`src/rtl/sdram_port_arbiter.sv`:
```
// Two-port round-robin arbiter in front of a single SDRAM controller command port.
// A granted command is held on the controller until it is acknowledged or the wait times out.
module sdram_port_arbiter #(
    parameter int unsigned TIMEOUT = 255
) (
    input  logic        clk,
    input  logic        rst_n,
    input  logic        p0_stb_rd,
    input  logic        p0_stb_wt,
    input  logic [23:0] p0_adr,
    input  logic [15:0] p0_wdata,
    input  logic        p1_stb_rd,
    input  logic        p1_stb_wt,
    input  logic [23:0] p1_adr,
    input  logic [15:0] p1_wdata,
    output logic        p0_ack,
    output logic        p1_ack,
    output logic        p_err,
    output logic [15:0] p_rdata,
    output logic        busy,
    output logic        grant,
    output logic [23:0] sd_adr,
    output logic [15:0] sd_data,
    output logic        sd_stb_rd,
    output logic        sd_stb_wt,
    input  logic        sd_ack,
    input  logic [15:0] sd_rdata
);

    typedef enum logic [1:0] {
        IDLE  = 2'd0,
        ISSUE = 2'd1,
        DONE  = 2'd2
    } state_t;

    localparam logic [7:0] CNT_LAST = 8'(TIMEOUT - 1);

    state_t     state;
    state_t     state_nxt;
    logic       req0;
    logic       req1;
    logic       win;
    logic       op_rd;
    logic       timeout_hit;
    logic [7:0] cnt;

    assign req0        = p0_stb_rd | p0_stb_wt;
    assign req1        = p1_stb_rd | p1_stb_wt;
    assign timeout_hit = (cnt == CNT_LAST);

    // On a tie the port that did not win last time goes first.
    always_comb begin
        state_nxt = state;
        win       = (req0 && req1) ? ~grant : req1;
        case (state)
            IDLE:    if (req0 || req1) state_nxt = ISSUE;
            ISSUE:   if (sd_ack || timeout_hit) state_nxt = DONE;
            DONE:    state_nxt = IDLE;
            default: state_nxt = IDLE;
        endcase
    end

    always_ff @(posedge clk or negedge rst_n) begin
        if (!rst_n) state <= IDLE;
        else        state <= state_nxt;
    end

    always_ff @(posedge clk or negedge rst_n) begin
        if (!rst_n) begin
            grant   <= 1'b1;
            op_rd   <= 1'b0;
            cnt     <= 8'd0;
            sd_adr  <= 24'd0;
            sd_data <= 16'd0;
            p_rdata <= 16'd0;
            p_err   <= 1'b0;
        end else begin
            case (state)
                IDLE: begin
                    if (req0 || req1) begin
                        grant   <= win;
                        sd_adr  <= win ? p1_adr : p0_adr;
                        sd_data <= win ? p1_wdata : p0_wdata;
                        op_rd   <= win ? p1_stb_rd : p0_stb_rd;
                        cnt     <= 8'd0;
                    end
                end
                ISSUE: begin
                    cnt <= cnt + 8'd1;
                    // A controller ack in the timeout cycle still counts as success.
                    if (sd_ack) begin
                        if (op_rd) p_rdata <= sd_rdata;
                        p_err <= 1'b0;
                    end else if (timeout_hit) begin
                        p_err <= 1'b1;
                    end
                end
                default: ;
            endcase
        end
    end

    assign sd_stb_rd = (state == ISSUE) & op_rd;
    assign sd_stb_wt = (state == ISSUE) & ~op_rd;
    assign busy      = (state != IDLE);
    assign p0_ack    = (state == DONE) & ~grant;
    assign p1_ack    = (state == DONE) & grant;

endmodule
```
`config.mk`:
```
export PLATFORM = sky130hd
export DESIGN_NAME = sdram_port_arbiter
export DESIGN_NICKNAME = d
export VERILOG_FILES = /design/src/rtl/sdram_port_arbiter.sv
export SDC_FILE = /design/constraint.sdc
export NUM_CORES = 1
export LEC_CHECK = 0
export CORE_MARGIN = 2
export CORE_UTILIZATION = 45
export CTS_CLUSTER_SIZE = 8
export DETAILED_ROUTE_END_ITERATION = 10
export PLACE_DENSITY = 0.84
export SLEW_MARGIN = 0
export SYNTH_ARGS = -nofsm -noshare
export SYNTH_HDL_FRONTEND = slang
export SYNTH_SLANG_ARGS = --single-unit
```
`constraint.sdc`:
```
create_clock -name clk -period 4.7 [get_ports clk]
set_input_delay 0.94 -clock clk [delete_from_list [all_inputs] [get_ports clk]]
set_output_delay 0.94 -clock clk [all_outputs]
set_load 0.05 [all_outputs]
```
# Word-level counts from Yosys, hierarchy flattened
# Index checks and enable logic that the tools add are counted.
# totals
ff_bits,69
out_inout_bits,63
elab_cells,45
# op_classes
addsub,1
eq_ne,5
mux,11
n_bitwise,8
n_reduce_logical,12
# op_table
op,n
24-bit two-way mux,1
16-bit two-way mux,1
8-bit one-hot mux with 2 select lines,1
"8-bit by 1-bit adder with 8-bit output, second input constant",1
"8-bit == test, second input constant",1
8-bit two-way mux,1
2-bit AND reduction,4
2-bit nonzero test,3
1-bit bitwise AND,4
1-bit two-way mux,4
2-bit two-way mux,2
"2-bit inequality test, second input constant",2
2-bit one-hot mux with 2 select lines,1
3-bit AND reduction,1
"2-bit by 1-bit == test with 1-bit output, second input constant",1
"2-bit == test, second input constant",1
2-bit logical NOT,1
1-bit logical OR,2
1-bit inverter,2
1-bit bitwise OR,2
1-bit logical AND,1

# Logic depth before layout (Yosys ltp)
# Gate-level depths: netlist of run 1.
# logic_depth
ltp_word,4
depth_mapped,5
depth_no_buf,5

# Least setup slack after synthesis of run 1
# Ideal clock, no wire load.
# synth_timing
path_kind,register -> output
startpoint,reg grant
endpoint,out p0_ack
t_arrival_ns,1.652
required_time_ns,3.760
slack_ns,2.108
stages_incl_launch_ff,2
path_cell_list,dfstp_2 -> nor3b_1
# synth_via
elab_chain_len,2
# synth_lines
element,line,source
from (decl),21,"output logic grant,"
from (signal assigned),81,grant <= win;
1-bit inverter,106,assign p0_ack = (state == DONE) & ~grant;
1-bit bitwise AND,106,
to (decl),16,"output logic p0_ack,"
# No other way between the ends.

# Worst setup path after layout of run 1
# layout_timing
startpoint,reg state[0]
endpoint,out busy
# layout_via
elab_chain_len,1
# layout_lines
element,line,source
from (decl),38,state_t state;
from (signal assigned),65,else state <= state_nxt;
2-bit nonzero test,105,assign busy = (state != IDLE);
to (decl),20,"output logic busy,"
# No other way between the ends.

==> results.md, run 1 <==
* Outcome: completed
* CP Class: reg2out
* Clk_lat worst skew at 350 ps
* Post-synthesis sequential area ratio at 0.4746
* Routed vias at 3,282
* Initial Util at 0.4687
* Most common cell after layout, fill and taps aside: clkdlybuf4s50_1
* Maximum fanout along the worst path at 48
* Total track usage at 0.2303
* DP Wirelength at 7142 µm
* First-pass GRT wire length at 15,990 µm
* Main synth FF type: dfrtp_1
* Power density cells at 774.9 mW/mm²
* RSZ-0062 raised after global routing: no
* Static Leakage at 2.040 nW
* PnR worst setup slack at 1193 ps
* Initial antenna violation count at 0
* Async S/R FF share, synth at 1.000
* Largest net degree at the start of global routing at 49
* CTS H-tree lvls at 3
* WL/cell at 19.23 µm
* DRT iter0 DRCs at 125
* CTS Buffer Depth at 2
* Area grow syn2layout at 50.34%
* DIE AREA at 0.008827 mm²
* #FFs+latches synth at a little under 70
* CP endpoint kind: output port
* VDD IR max at 0.3932 mV
* Layout cells sized above 1 at 0.1889
* Final setup vio count at 0
* Max cap viols at 0
* Setup Skew at 8.388 ps
* Placed cell areas at 0.005275 mm²
* Worst-path clk slew at 80 ps
* Commonest non-fill, non-tap cells in the layout: 164 x clkdlybuf4s50_1, 68 x dfrtp_1, 44 x o21ai_0, 40 x a311oi_1, 36 x a2bb2oi_2
* DRC viols at 0
* Hold_buf cts at 0
* Vias in the first global route at 3,276
* Port buffer count at ~170
* Worst Hold Class: reg2reg
* Mapped Cells at 297
* Setup bufs post-CTS at 0
* Critical Path Start Type: flop
* DRT Wirelength at 10,620 µm
* Num CTS Buffers at 9
* Core box area at 0.007767 mm²
* Arr. time, crit path at ~2600 ps
* Syn avg cell area at around 12 µm²
* Final hold violation count at 0
* Root Buffer: clkbuf_8
* DRT Pass-1 Iters at 4
* # IOs at 166
* Period Utilization, post-route at 0.7462
* Slew at the pin closest to its max-slew limit at ~1300 ps
* Ant diodes at 0
* Pins Over Slew Limit at 0
* Sinks on Clock Net at 69
* Yosys cell types at 45
* Max_slew headroom at 0.1409
* Clock period minus final worst setup slack at 3507 ps
* Fmax at between 200 and 300 MHz
* Core Util, Final at 0.7047
* Number of synthesized flops with an enable pin at 0
* Gr ovfl total at 0
* FP Rows at 32
* Hold Slack at 488.9 ps
* Die Width at about 94 µm
* Pre-CTS setup slack at 1531 ps
* Final #Nets at 550
* Post-DRT Antenna Nets at 0
* CTS tree: built
* Mapped Area at 0.003641 mm²
* Syn nets at between 400 and 500
* Required @ worst endpoint at approximately 3800 ps
* RePlAce Congestion at 0.7766
* Yosys warns at 0
* Post-CTS Resized at 0
* Setup TNS at 0 ps
* Via density at roughly 6
* Die Ht at 93.95 µm
* Fin area at 0.005474 mm²
## worst max-delay path, cell delays in order (launching register included)
cell	delay, ps
dfrtp_1	420
or2_2	820
clkdlybuf4s50_1	970
## power by group
group | leakage [nW] | switching [mW] | internal, mW
Combinational | 1.14 | 1.61 | 1.06
Clock | 0.0918 | 0.243 | 0.246
Sequential | 0.809 | 0.206 | 0.876
Total | 2.04 | 2.06 | 2.18
## cells by family after synthesis
kind of cell	count (synthesis)	synth area share
compound gates	141	0.3515
xor+xnor	1	0.002406
fa+ha+maj	2	0.006872
buf+inv	33	0.05155
flops	69	0.4746
mux	17	0.05223
simple gates	34	0.06083
## per-stage QoR
| step | total power [mW] | instances |
|---|---|---|
| floorplan | 2.966 | 297 |
| global placement | 3.705 | 536 |
| detailed placement | 3.770 | 536 |
| CTS | 4.255 | 552 |
| global route | 4.422 | 552 |
| finish | 4.242 | 552 |
## flip-flops by register name (all words and copies together) (netlist names)
signal   flops
sd_adr      24
p_rdata     16
p_err        1
sd_data     16
grant        1
op_rd        1
state        2
cnt          8
## layout make-up
cell class | count | area, µm²
sequential | 69 | 1728
inverter | 1 | 3.754
clock buffer | 9 | 123.9
tap | 102 | 127.6
multi-input combinational | 195 | 1739
fill | 585 | 2293
timing repair buffer | 169 | 1677
clock inverter | 7 | 75.07
## Yosys cell counts (2+ instances only)
cell / count / area, µm²
clkbuf_1: 21 / 78.83
nand3_1: 4 / 20.02
o31ai_1: 2 / 15.01
a2bb2oi_2: 36 / 540.5
o21ai_0: 44 / 220.2
or3_1: 2 / 12.51
o211ai_1: 3 / 22.52
dfrtp_1: 68 / 1702
buf_6: 8 / 90.09
a311oi_1: 40 / 350.3
or2_1: 2 / 12.51
ha_1: 2 / 25.02
a21oi_2: 2 / 17.52
and3b_1: 2 / 17.52
a2bb2oi_1: 5 / 43.79
nand2_1: 4 / 15.01
o21ai_1: 2 / 10.01
buf_2: 3 / 15.01
nor2_1: 3 / 11.26
o21a_1: 2 / 15.01
nor3_1: 3 / 15.01
mux2_2: 16 / 180.2
## per-layer routing
layer,track usage,share of wire,vias to the layer above
met5,0,0,-
met1,0.2797,0.42,1625
met4,0.08816,0.022,0
met3,0.05939,0.075,24
met2,0.3917,0.48,153
li1,-,-,1480
## final timing paths
check / depth (start not counted) / to / slack [ps] / start
max: 2 / busy / 1190 / state[0]$_DFFE_PN0P_
min: 1 / cnt[7]$_DFFE_PN0P_ / 490 / cnt[7]$_DFFE_PN0P_
max reg2reg: 4 / sd_data[13]$_DFFE_PN0P_ / 2050 / state[0]$_DFFE_PN0P_
min reg2reg: 1 / cnt[7]$_DFFE_PN0P_ / 490 / cnt[7]$_DFFE_PN0P_
max in group asynchronous: 2 / grant$_DFFE_PN1P_ / 3060 / rst_n
min in group asynchronous: 1 / p_rdata[0]$_DFFE_PN0P_ / 650 / rst_n
No activity file was read; power rests on OpenSTA's default activity.
==> inputs of run 2 (changes only) <==
CORE_UTILIZATION = 38   (was 45)
PLACE_DENSITY = 0.75   (was 0.84)
clock period = 2.8 ns   (was 4.7 ns; I/O delays follow)
==> run 2 against run 1 <==
  * Worst setup slack lost 1000 ps
  * Global-route usage shrank 2.2 points
  * Register-to-register slack lost 1300 ps
  * Final area grew 2.2%
  * Critical path depth grew 1
  * Clock skew grew 4.8 ps
  * Sequential share of layout area shrank 0.67 points
  * Sequential power grew 68%
  * First-iteration DRC count grew 14%
  * Total power grew 71%
==> results.md, run 2 (synthesis results as in run 1) <==
* Die Ht at 101.9 µm
* CP Class: reg2out
* # IOs at 166
* DRT Pass-1 Iters at 4
* Required @ worst endpoint at 2240 ps
* Sinks on Clock Net at 69
* Post-CTS Resized at 0
* Num CTS Buffers at 9
* Total track usage at 0.2084
* Most common cell after layout, fill and taps aside: clkdlybuf4s50_1
* Setup TNS at 0 ps
* Slew at the pin closest to its max-slew limit at approximately 1100 ps
* Setup bufs post-CTS at 0
* RSZ-0062 raised after global routing: no
* CP endpoint kind: output port
* Core box area at approximately 0.0093 mm²
* Fmax at 381.2 MHz
* Power density cells at between 1000 and 1500 mW/mm²
* Fillers at 774
* First-pass GRT wire length at 16,930 µm
* Pins Over Slew Limit at 0
* Final setup vio count at 0
* Period Utilization, post-route at 0.9368
* Maximum fanout along the worst path at 6
* Worst setup path start: state[1]$_DFFE_PN0P_
* Max cap viols at 0
* Ant diodes at 0
* CTS Buffer Depth at 2
* Largest net degree at the start of global routing at 44
* Worst-path clk slew at about 80 ps
* Max_slew headroom at 0.2902
* Placed cell areas at about 0.0054 mm²
* DIE AREA at 0.01038 mm²
* DRT iter0 DRCs at 143
* Fin cells at about 600
* Fin area at 0.005593 mm²
* Hold Slack at around 230 ps
* DRT Wirelength at 10,610 µm
* Worst Hold Class: in2async
* Biggest regs: sd_adr x24, p_rdata x16, sd_data x16
* RePlAce Congestion at ~0.81
* Arr. time, crit path at 2060 ps
* Initial Util at 0.3922
* Worst reg2reg path startpoint: state[0]$_DFFE_PN0P_
* Outcome: completed
* DP Wirelength at 7416 µm
* Die Width at about 100 µm
* Setup Skew at 13.17 ps
* Cell count after placement at about 570
* Static Leakage at 2.095 nW
* Clock period minus final worst setup slack at 2623 ps
* Reg with most FFs: sd_adr
* Final #Nets at 555
* Critical Path Start Type: flop
* Port buffer count at 165
* FP Rows at 35
* Commonest non-fill, non-tap cells in the layout: 163 x clkdlybuf4s50_1, 68 x dfrtp_1, 44 x o21ai_0, 40 x a311oi_1, 36 x a2bb2oi_2
* Final hold violation count at 0
* WL/cell at 18.17 µm
* VDD IR max at 0.6560 mV
* Initial antenna violation count at 0
* Hold_buf cts at 0
* CTS H-tree lvls at 3
* Max reg flops at 24
* CTS tree: built
* Via density at roughly 5.5
* Post-DRT Antenna Nets at 0
* Layout cells sized above 1 at 0.2000
* Root Buffer: clkbuf_8
* Vias in the first global route at around 3,400
* Routed vias at 3,227
* Clk_lat worst skew at 340 ps
* Gr ovfl total at 0
* Area grow syn2layout at 53.61%
* DRC viols at 0
==> run 2: layout make-up <==
class                      count  area [µm²]  area share
sequential                    69        1728      0.3089
clock buffer                  10       137.6     0.02461
inverter                       1       3.754   0.0006711
multi-input combinational    195        1739      0.3110
timing repair buffer         174        1737      0.3105
tap                          129       161.4     0.02886
clock inverter                 6       86.33     0.01544
==> run 2: through the flow <==
| step | util | power [mW] | worst slack [ps] |
|---|---|---|---|
| 4_1_cts | 0.6024 | 7.315 | 165.2 |
| 6_report | 0.6024 | 7.259 | 176.9 |
| 3_3_place_gp | 0.5783 | 6.296 | 361.3 |
| 2_1_floorplan | - | 4.979 | 587.7 |
| 3_5_place_dp | 0.5783 | 6.397 | 308.6 |
| 5_1_grt | 0.6024 | 7.620 | 91.40 |
==> run 2: per-layer routing <==
| metal | GRT usage | vias up | part of all wire |
|---|---|---|---|
| met5 | 0 | - | 0 |
| met4 | 0.05744 | 0 | 0.0091 |
| met3 | 0.04172 | 10 | 0.065 |
| met2 | 0.3760 | 132 | 0.50 |
| met1 | 0.2535 | 1597 | 0.43 |
| li1 | - | 1488 | - |
==> run 2: report_power, final <==
part,total (mW),internal [mW],switching [mW]
combinational,4.54,1.82,2.72
sequential,1.81,1.47,0.343
clock,0.905,0.524,0.381
total,7.26,3.82,3.44
==> run 2: worst max-delay path: stages, from the launching register on <==
cell,delay (ps)
dfrtp_1,420
and2b_1,330
and2_1,170
clkdlybuf4s50_1,800
==> run 2: path summary, 6_finish.rpt <==
| check | to | slack, ps | cells past startpoint |
|---|---|---|---|
| max | sd_stb_rd | 180 | 3 |
| max in group asynchronous | sd_adr[21]$_DFFE_PN0P_ | 1900 | 2 |
| min in group clk | cnt[7]$_DFFE_PN0P_ | 480 | 1 |
| max reg2reg | sd_adr[21]$_DFFE_PN0P_ | 720 | 4 |
| min | p_rdata[0]$_DFFE_PN0P_ | 230 | 1 |
| min reg2reg | cnt[7]$_DFFE_PN0P_ | 480 | 1 |
